## src/rtl/instr_fetch.sv

```systemverilog
// Instruction fetch stage: reads the reset vector, then fetches opcode plus
// extension words and hands one complete instruction to the decoder.
module instr_fetch #(
  parameter logic [15:0] VEC_ADDR = 16'hFFFE
) (
  input  logic        clk,
  input  logic        rst,
  output logic        mem_req,
  output logic [15:0] mem_addr,
  input  logic        mem_ack,
  input  logic [15:0] mem_rdata,
  input  logic        pc_load,
  input  logic [15:0] pc_target,
  output logic [15:0] reg_PC_in,
  output logic [15:0] RST_VEC,
  output logic        instr_valid,
  input  logic        instr_ready,
  output logic [15:0] ir,
  output logic [15:0] ext1,
  output logic [15:0] ext2,
  output logic [1:0]  n_ext
);

  typedef enum logic [1:0] {S_VEC, S_OP, S_EXT, S_HOLD} state_t;

  state_t      state_q, state_d;
  logic [15:0] pc_q, pc_d;
  logic [15:0] addr_q, addr_d;
  logic [15:0] rst_vec_q, rst_vec_d;
  logic [15:0] ir_q, ir_d;
  logic [15:0] ext1_q, ext1_d;
  logic [15:0] ext2_q, ext2_d;
  logic [1:0]  n_ext_q, n_ext_d;
  logic [1:0]  cnt_q, cnt_d;
  logic        req_q, req_d;
  logic        flush_q, flush_d;
  logic        ack;
  logic        load;
  logic [1:0]  need;
  logic [1:0]  cnt_inc;

  function automatic logic src_ext(input logic [1:0] mode, input logic [3:0] rs);
    return ((mode == 2'b01) && (rs != 4'd3)) || ((mode == 2'b11) && (rs == 4'd0));
  endfunction

  function automatic logic [1:0] ext_need(input logic [15:0] w);
    logic [1:0] n;
    n = 2'd0;
    if (w[15:13] == 3'b001) begin
      n = 2'd0;
    end else if (w[15:10] == 6'b000100) begin
      n = {1'b0, src_ext(w[5:4], w[3:0])};
    end else if (w[15:12] >= 4'd4) begin
      n = {1'b0, src_ext(w[5:4], w[11:8])} + {1'b0, w[7]};
    end
    return n;
  endfunction

  always_comb begin
    state_d   = state_q;
    pc_d      = pc_q;
    addr_d    = addr_q;
    rst_vec_d = rst_vec_q;
    ir_d      = ir_q;
    ext1_d    = ext1_q;
    ext2_d    = ext2_q;
    n_ext_d   = n_ext_q;
    cnt_d     = cnt_q;
    req_d     = req_q;
    flush_d   = flush_q;
    ack       = req_q && mem_ack;
    load      = pc_load && (state_q != S_VEC);
    need      = ext_need(mem_rdata);
    cnt_inc   = cnt_q + 2'd1;

    if (load) begin
      pc_d    = pc_target & 16'hFFFE;
      state_d = S_OP;
      cnt_d   = 2'd0;
      // A read already on the bus must complete; its data is dropped on arrival.
      flush_d = req_q && !mem_ack;
    end else if (ack && flush_q) begin
      flush_d = 1'b0;
    end else begin
      case (state_q)
        S_VEC: if (ack) begin
          rst_vec_d = mem_rdata;
          pc_d      = {mem_rdata[15:1], 1'b0};
          state_d   = S_OP;
        end
        S_OP: if (ack) begin
          ir_d    = mem_rdata;
          pc_d    = pc_q + 16'd2;
          n_ext_d = need;
          cnt_d   = 2'd0;
          state_d = (need == 2'd0) ? S_HOLD : S_EXT;
        end
        S_EXT: if (ack) begin
          if (cnt_q == 2'd0) ext1_d = mem_rdata;
          else               ext2_d = mem_rdata;
          pc_d  = pc_q + 16'd2;
          cnt_d = cnt_inc;
          if (cnt_inc == n_ext_q) state_d = S_HOLD;
        end
        S_HOLD: if (instr_ready) state_d = S_OP;
        default: state_d = S_VEC;
      endcase
    end

    // Request/address are frozen while a read is unacknowledged.
    if (!(req_q && !mem_ack)) begin
      if (state_d == S_HOLD) begin
        req_d = 1'b0;
      end else begin
        req_d  = 1'b1;
        addr_d = (state_d == S_VEC) ? VEC_ADDR : pc_d;
      end
    end
  end

  always_ff @(posedge clk or negedge rst) begin
    if (!rst) begin
      state_q   <= S_VEC;
      pc_q      <= 16'h0000;
      addr_q    <= VEC_ADDR;
      rst_vec_q <= 16'h0000;
      ir_q      <= 16'h0000;
      ext1_q    <= 16'h0000;
      ext2_q    <= 16'h0000;
      n_ext_q   <= 2'd0;
      cnt_q     <= 2'd0;
      req_q     <= 1'b0;
      flush_q   <= 1'b0;
    end else begin
      state_q   <= state_d;
      pc_q      <= pc_d;
      addr_q    <= addr_d;
      rst_vec_q <= rst_vec_d;
      ir_q      <= ir_d;
      ext1_q    <= ext1_d;
      ext2_q    <= ext2_d;
      n_ext_q   <= n_ext_d;
      cnt_q     <= cnt_d;
      req_q     <= req_d;
      flush_q   <= flush_d;
    end
  end

  assign mem_req     = req_q;
  assign mem_addr    = addr_q;
  assign reg_PC_in   = pc_q;
  assign RST_VEC     = rst_vec_q;
  assign instr_valid = (state_q == S_HOLD);
  assign ir          = ir_q;
  assign ext1        = ext1_q;
  assign ext2        = ext2_q;
  assign n_ext       = n_ext_q;

endmodule

```

## config.mk

```make
export PLATFORM = sky130hd
export DESIGN_NAME = instr_fetch
export DESIGN_NICKNAME = d
export VERILOG_FILES = /design/src/rtl/instr_fetch.sv
export SDC_FILE = /design/constraint.sdc
export NUM_CORES = 1
export LEC_CHECK = 0
export CORE_MARGIN = 1.5
export CORE_UTILIZATION = 25
export CTS_CLUSTER_SIZE = 30
export DETAILED_ROUTE_END_ITERATION = 12
export MAX_ROUTING_LAYER = met4
export RECOVER_POWER = 25
export SLEW_MARGIN = 20
export SYNTH_ARGS = -nofsm -noshare
export SYNTH_HDL_FRONTEND = slang
export SYNTH_SLANG_ARGS = --single-unit
```

## constraint.sdc

```tcl
create_clock -name clk -period 7.05 [get_ports clk]
set_input_delay 0.705 -clock clk [delete_from_list [all_inputs] [get_ports clk]]
set_output_delay 0.705 -clock clk [all_outputs]
set_load 0.03 [all_outputs]
```

==> results_dict.tcl <==
set metrics [dict create \
    setup_viol 0 \
    cts_tree "built" \
    port_buffers 135 \
    cts-root-buf "clkbuf_16" \
    peakVddDrop_mv 0.2135 \
    ys_warn_count 0 \
    cts_buffers 9 \
    die-area_mm2 0.02144 \
    ctsHtreeMaxLevel 3 \
    cts_sinks 104 \
    hp-start "cnt_q[1]" \
    first_pass_iters 4 \
    worst_pin_slew_ns 1.626 \
    violations "capacitance limit, slew limit" \
    synth-simple-area-share_pct 11.07 \
    multi_input_area_mm2 0.002359 \
    detail-route-antenna-nets 0 \
    async_flop_share_pct 100.0 \
    finalHoldViolations 0 \
    antenna_found_initial 0 \
    drive_above_1_share_pct 23.57 \
    final_max_slew_viol_count 32 \
    syn_area_per_cell_um2 11.99 \
    muxShareOfSynthArea_pct 19.44 \
    fin_crit_ns 3.692 \
    grt_max_degree 75 \
    rsz0062_at_grt "false" \
    max_freq_ghz 0.2709 \
    maxSlewHeadroom_pct -8.377 \
    seqCellArea_mm2 0.002621 \
    cp-end-kind "flip-flop" \
    startpoint "mem_ack" \
    ys_ff_latch 104 \
    synth.top_cell.area_share_pct 43.30 \
    routed_wl_um 15590 \
    synthTopCellsByArea "dfrtp_1 43%, mux2_2 16%, dfstp_2 7.7%, mux2_4 2.6%, nor2_1 2.5%" \
    core_mm2 0.02023 \
    rrSetupSlack_ns 3.53 \
    ys.flop_type "dfrtp_1" \
    synthCells 429 \
    placed_area_mm2 0.006711 \
    dr.first_iter.drc_count 263 \
    whs_ns 0.5060 \
    gp_congestion 0.8521 \
    cts.path.max_buffers 2 \
    nNetsFinal 599 \
    synth-xor-area-share_pct 0.6811 \
    leakage_uw 0.002885 \
    finClkSkew_ns 0.007784 \
    r2r_start "state_q[0]" \
    synth_nets 473 \
    synth_top_family_by_area "multiplexers" \
    ys_seq_area_share_pct 50.96 \
    grt_pass1_vias 4133 \
    track_usage_pct 15.24 \
    path_clk_slew_ns 0.07 \
    via_per_inst 4.794 \
    start_util_pct 25.42 \
    vias 3979 \
    fp.dieH_um 146.4 \
    finish.instance_area_mm2 0.007042 \
    cts_resized 0 \
    io_pins 137 \
    num_rows 52 \
    cp_max_fo 18 \
    synth_cell_types 69 \
    grt_pass1_wl_um 24280 \
    synthesis.area_mm2 0.005144 \
    fill_cells 2001 \
    finalSetupTns_ns 0 \
    cts_hold_buffers 0 \
    drc 0 \
    crit_type "in -> reg" \
    drt-wirelength-per-cell_um 18.78 \
    postCtsSetupBuffers 0 \
    fin_crit_sh_pct 52.36 \
    required_ns 7.35 \
    die_w_um 146.4 \
    synth-edff-count 0 \
    hold_class "reg -> reg" \
    dpl.hpwl_um 11260 \
    synth_compound_area_share_pct 12.92 \
    syn_to_final_growth_pct 36.90 \
    power_density_mw_per_mm2 509.9 \
    yosysTopAreaCell "dfrtp_1" \
    status "finished with violations" \
    startpoint_type "input port" \
    antenna_cells 0 \
    max_cap_violations 1 \
    gr-total-overflow 0 \
    insertion_delay_ns 0.36 \
    synthAdderAreaFrac_pct 1.703 \
    cp.arrival_ns 3.99 \
]
==> path summary, 6_finish.rpt <==
kind / end / depth (start not counted)
max: mem_addr[5] / 7
max reg2reg: mem_addr[5] / 7
min: cnt_q[1] / 1
min in group asynchronous: reg_PC_in[0] / 1
min reg2reg: cnt_q[1] / 1
max in group asynchronous: ext2[14] / 2
==> placed cells by master (no fill, tap or decap), types with 2 or more instances in the layout <==
master and count:
mux2_2 75, bufinv_16 2, o221ai_1 2, o21a_1 4, mux2_4 9, a21boi_0 3
and2_1 3, nor3_1 7, o21bai_1 6, nor4_1 3, o2bb2ai_1 2, mux2i_1 2
nand2_1 19, ha_1 7, and3_1 6, inv_1 10, a21oi_1 11, clkdlybuf4s50_1 134
nand4_1 5, nand3_1 10, nor2b_1 4, dfstp_2 15, o22ai_1 7, a221o_1 2
nor2_1 34, dfrtp_1 89, nand2b_1 4, and4_1 2, a22o_1 2, a221oi_1 3
a31oi_1 5, o21ai_0 20, a211oi_1 2, xnor2_1 3, inv_6 3, clkbuf_16 9
==> routing by layer <==
metal	up-vias	GRT usage (%)	wire length (um)
met5	-	-	0
met1	1999	19.42	7081
met4	0	5.505	248
li1	1844	-	-
met3	13	3.375	803
met2	123	23.74	7457
==> cell type report <==
class,instances,area share [%]
clock buffer,10,3.394
clock inverter,6,1.350
tap,270,4.797
inverter,10,0.5330
timing repair buffer,136,19.21
multi-input combinational,294,33.49
sequential,104,37.22
==> where the power goes <==
part           internal (uW)  switching, uW  leakage, uW
logic                    864           1090      0.00145
registers                866            209      0.00127
clock network            326            236     0.000164
==> synthesized netlist by cell type (3+ instances only) <==
master / number
mux2_2: 75
xnor2_1: 3
nand2b_1: 4
o21bai_1: 6
ha_1: 7
nand2_1: 19
nor3_1: 7
o21ai_0: 20
nand3_1: 10
a31oi_1: 5
a221oi_1: 3
a21boi_0: 3
o22ai_1: 7
nor2_1: 34
a21oi_1: 11
nor4_1: 3
buf_2: 9
mux2_4: 9
o21a_1: 4
dfrtp_1: 89
clkbuf_1: 5
nand4_1: 5
and2_1: 3
and3_1: 6
nor2b_1: 5
inv_1: 10
dfstp_2: 15
==> state kept, by name, summed over array words and instances, names as in the netlist <==
register	flops
mem_addr	16
flush_q	1
reg_PC_in	16
ext2	16
RST_VEC	16
ext1	16
n_ext	2
ir	16
mem_req	1
cnt_q	2
state_q	2
==> worst max-delay path: stages <==
cell             delay (ns)
clkdlybuf4s50_1        0.87
nand4b_2               0.70
nor2_1                 0.88
o2bb2a_1               0.30
a31oi_1                0.20
o21bai_1               0.14
mux2_2                 0.17
==> stage by stage <==
| step | power [uW] | std cells | util (%) | worst slack (ns) |
|---|---|---|---|---|
| 2_1_floorplan | 2318 | 429 | - | 4.383 |
| 3_3_place_gp | 3009 | 814 | 33.17 | 3.080 |
| 3_5_place_dp | 3040 | 814 | 33.17 | 3.019 |
| 4_1_cts | 3622 | 830 | 34.82 | 3.381 |
| 5_1_grt | 3793 | 830 | 34.80 | 3.171 |
| 6_report | 3590 | 830 | 34.80 | 3.358 |
==> kinds of logic after synthesis <==
family	count (synthesis)
AOI/OAI and AO/OA	89
xor gates and xnor gates	4
adders and majority gates	7
buffers and inverters	31
DFF	104
muxes	86
and+or+nand+nor	108
(Power assumes the default switching activity.)
==> RTL edit: new RTL, same settings <==
Re-encode `state_t` (4 states) as one-hot, 4 bits wide.
--- a/src/rtl/instr_fetch.sv
+++ b/src/rtl/instr_fetch.sv
@@ -21,7 +21,7 @@
   output logic [1:0]  n_ext
 );
 
-  typedef enum logic [1:0] {S_VEC, S_OP, S_EXT, S_HOLD} state_t;
+  typedef enum logic [3:0] {S_VEC = 4'b0001, S_OP = 4'b0010, S_EXT = 4'b0100, S_HOLD = 4'b1000} state_t;
 
   state_t      state_q, state_d;
   logic [15:0] pc_q, pc_d;
Formal check against the unedited RTL: same outputs for any inputs over 4 cycles, from zero or initial values and one cycle with rst low; so few cycles prove little.
==> RTL edit against the original RTL <==
Power decreased by 14%. Area after synthesis increased by 3.8%. Clock power decreased by 8.7%. Wire length increased by 6.3%. Cell count increased by 4.9%. Utilization decreased by 0.38 points. The run still ends with max-capacitance violations, max-slew violations left. Highest routed layer unchanged. Count of clock-buffer cells in the layout unchanged. Sequential cell count increased by 2. Fmax decreased by 4.4%. Design area increased by 2.4%. Worst setup slack got worse by 0.17 ns.
==> RTL edit: results (changes against the original RTL) <==
| Metric | Value |
|---|---|
| DP HPWL | `11800 um (was 11300 um)` |
| Vias | `4314 (was 3979)` |
| DR WL/cell | `19.0 um (was 18.8 um)` |
| First-pass GRT wire length | `25200 um (was 24300 um)` |
| PortBufs | `135 (unchanged)` |
| Worst-path fanout max | `19 (was 18)` |
| Reg2reg setup slack | `3.32 ns (was 3.53 ns)` |
| Post-CTS setup buffers | `0 (unchanged)` |
| Static Leak | `3.03 nW (was 2.88 nW)` |
| Pre-CTS setup slack | `2.78 ns (was 3.02 ns)` |
| Hold path endpoint | `mem_addr[9] (was cnt_q[1])` |
| Synth warnings | `0 (unchanged)` |
| Vias in the first global route | `4179 (was 4133)` |
| Area after DPL | `6920 sq um (was 6710 sq um)` |
| Failing checks | `max-capacitance violations, max-slew violations (unchanged)` |
| Crit path DAT | `4.11 ns (was 3.99 ns)` |
| 1st-iter DRT viols | `358 (was 263)` |
| Fraction of layout cells with a size suffix above 1 | `20.0% (was 23.6%)` |
| Hold depth | `2 (was 1)` |
| Most common library cells after synthesis | `90 x dfrtp_1, 66 x mux2_2, 31 x inv_1 (was 89 x dfrtp_1, 75 x mux2_2, 34 x nor2_1)` |
| Top post-synthesis cells by area | `dfrtp_1 42%, mux2_2 14%, dfstp_2 7.9%, a21oi_1 2.3%, inv_1 2.2% (was dfrtp_1 43%, mux2_2 16%, dfstp_2 7.7%, mux2_4 2.6%, nor2_1 2.5%)` |
| Slew @ Worst Pin | `1.75 ns (was 1.63 ns)` |
| CTS Buffer Depth | `2 (unchanged)` |
| All-Layer GR Usage | `15.5% (was 15.2%)` |
| Global placement routability congestion | `0.846 (was 0.852)` |
| Final nets | `633 (was 599)` |
| Status | `finished, violations left (unchanged)` |
| Maxcap violations | `1 (unchanged)` |
| WHS | `0.463 ns (was 0.506 ns)` |
| Seq/Total Area, Yosys | `50.1% (was 51.0%)` |
| Hold_sp | `mem_addr[9] (was cnt_q[1])` |
| Hold/Removal Path Class | `reg -> reg (unchanged)` |
| Reg2Reg Depth | `6 (was 7)` |
| RR Endpoint | `mem_addr[0] (was mem_addr[5])` |
| RR Startpoint | `state_q[0] (unchanged)` |
| Fill cells | `2193 (was 2001)` |
| Sw Share | `42.3% (was 42.7%)` |
| Max-slew violations | `34 (was 32)` |
| Synth cell types | `70 (was 69)` |
| Post-synthesis net count | `515 (was 473)` |
| Ant diodes | `0 (unchanged)` |
| Worst Skew | `0.0118 ns (was 0.00778 ns)` |
| Peak supply drop | `0.000191 V (was 0.000213 V)` |
[RTL edit: worst max path at each step]
| stage | from | end | slack [ns] | cells past startpoint |
|---|---|---|---|---|
| floorplan | mem_rdata[11] | mem_addr[11] | 4.01 | 11 |
| global placement | mem_ack | mem_addr[0] | 2.81 | 7 |
| detailed placement | mem_ack | mem_addr[0] | 2.78 | 7 |
| CTS | mem_ack | mem_addr[0] | 3.15 | 7 |
| global route | mem_ack | mem_addr[10] | 2.95 | 7 |
| finish | mem_ack | mem_addr[0] | 3.19 | 7 |
[RTL edit: stage by stage]
step,instances,util (%)
finish,871,34.4
floorplan,475,-
global placement,857,33.0
CTS,871,34.4
global route,871,34.4
detailed placement,857,33.0
[RTL edit: layer usage]
| layer | global-route usage [%] | wire, um | up-vias |
|---|---|---|---|
| met5 | - | 0 | - |
| met4 | 5.10 | 300 | 0 |
| met3 | 2.66 | 800 | 16 |
| met2 | 24.6 | 8010 | 134 |
| met1 | 20.0 | 7450 | 2168 |
| li1 | - | - | 1996 |
[RTL edit: layout make-up]
cell class | instances | area (sq um) | share of cell area, %
Clock buffer | 10 | 239 | 3.31
Clock inverter | 4 | 52.6 | 0.729
Inverter | 31 | 116 | 1.61
Multi-Input combinational cell | 306 | 2410 | 33.5
Sequential cell | 106 | 2670 | 37.1
Tap cell | 275 | 344 | 4.77
Timing Repair Buffer | 139 | 1380 | 19.1
[RTL edit: cell families after synthesis]
logic type / share of synthesized area (%)
multiplexers: 14.3
XOR/XNOR: 0.656
AO/OA/AOI/OAI: 15.5
adder cells (fa/ha/maj): 0.703
flip-flops: 50.1
AND/OR/NAND/NOR: 13.8
buffers and inverters: 5.04
[RTL edit: power groups by stage]
stage               Combinational, W  Sequential, W  Clock (W)
detailed placement           0.00152        0.00106          0
CTS                          0.00153        0.00105   0.000532
floorplan                   0.000537        0.00141          0
global placement             0.00151        0.00105          0
global route                 0.00161        0.00108   0.000551
finish                       0.00152        0.00105   0.000512
[RTL edit: critical path: stages]
cell and delay [ns]:
clkdlybuf4s50_1 0.62, nand3b_1 0.43, a211o_1 0.70, a21oi_1 0.12, a31o_2 0.31, or4b_1 0.83
a32o_1 0.38
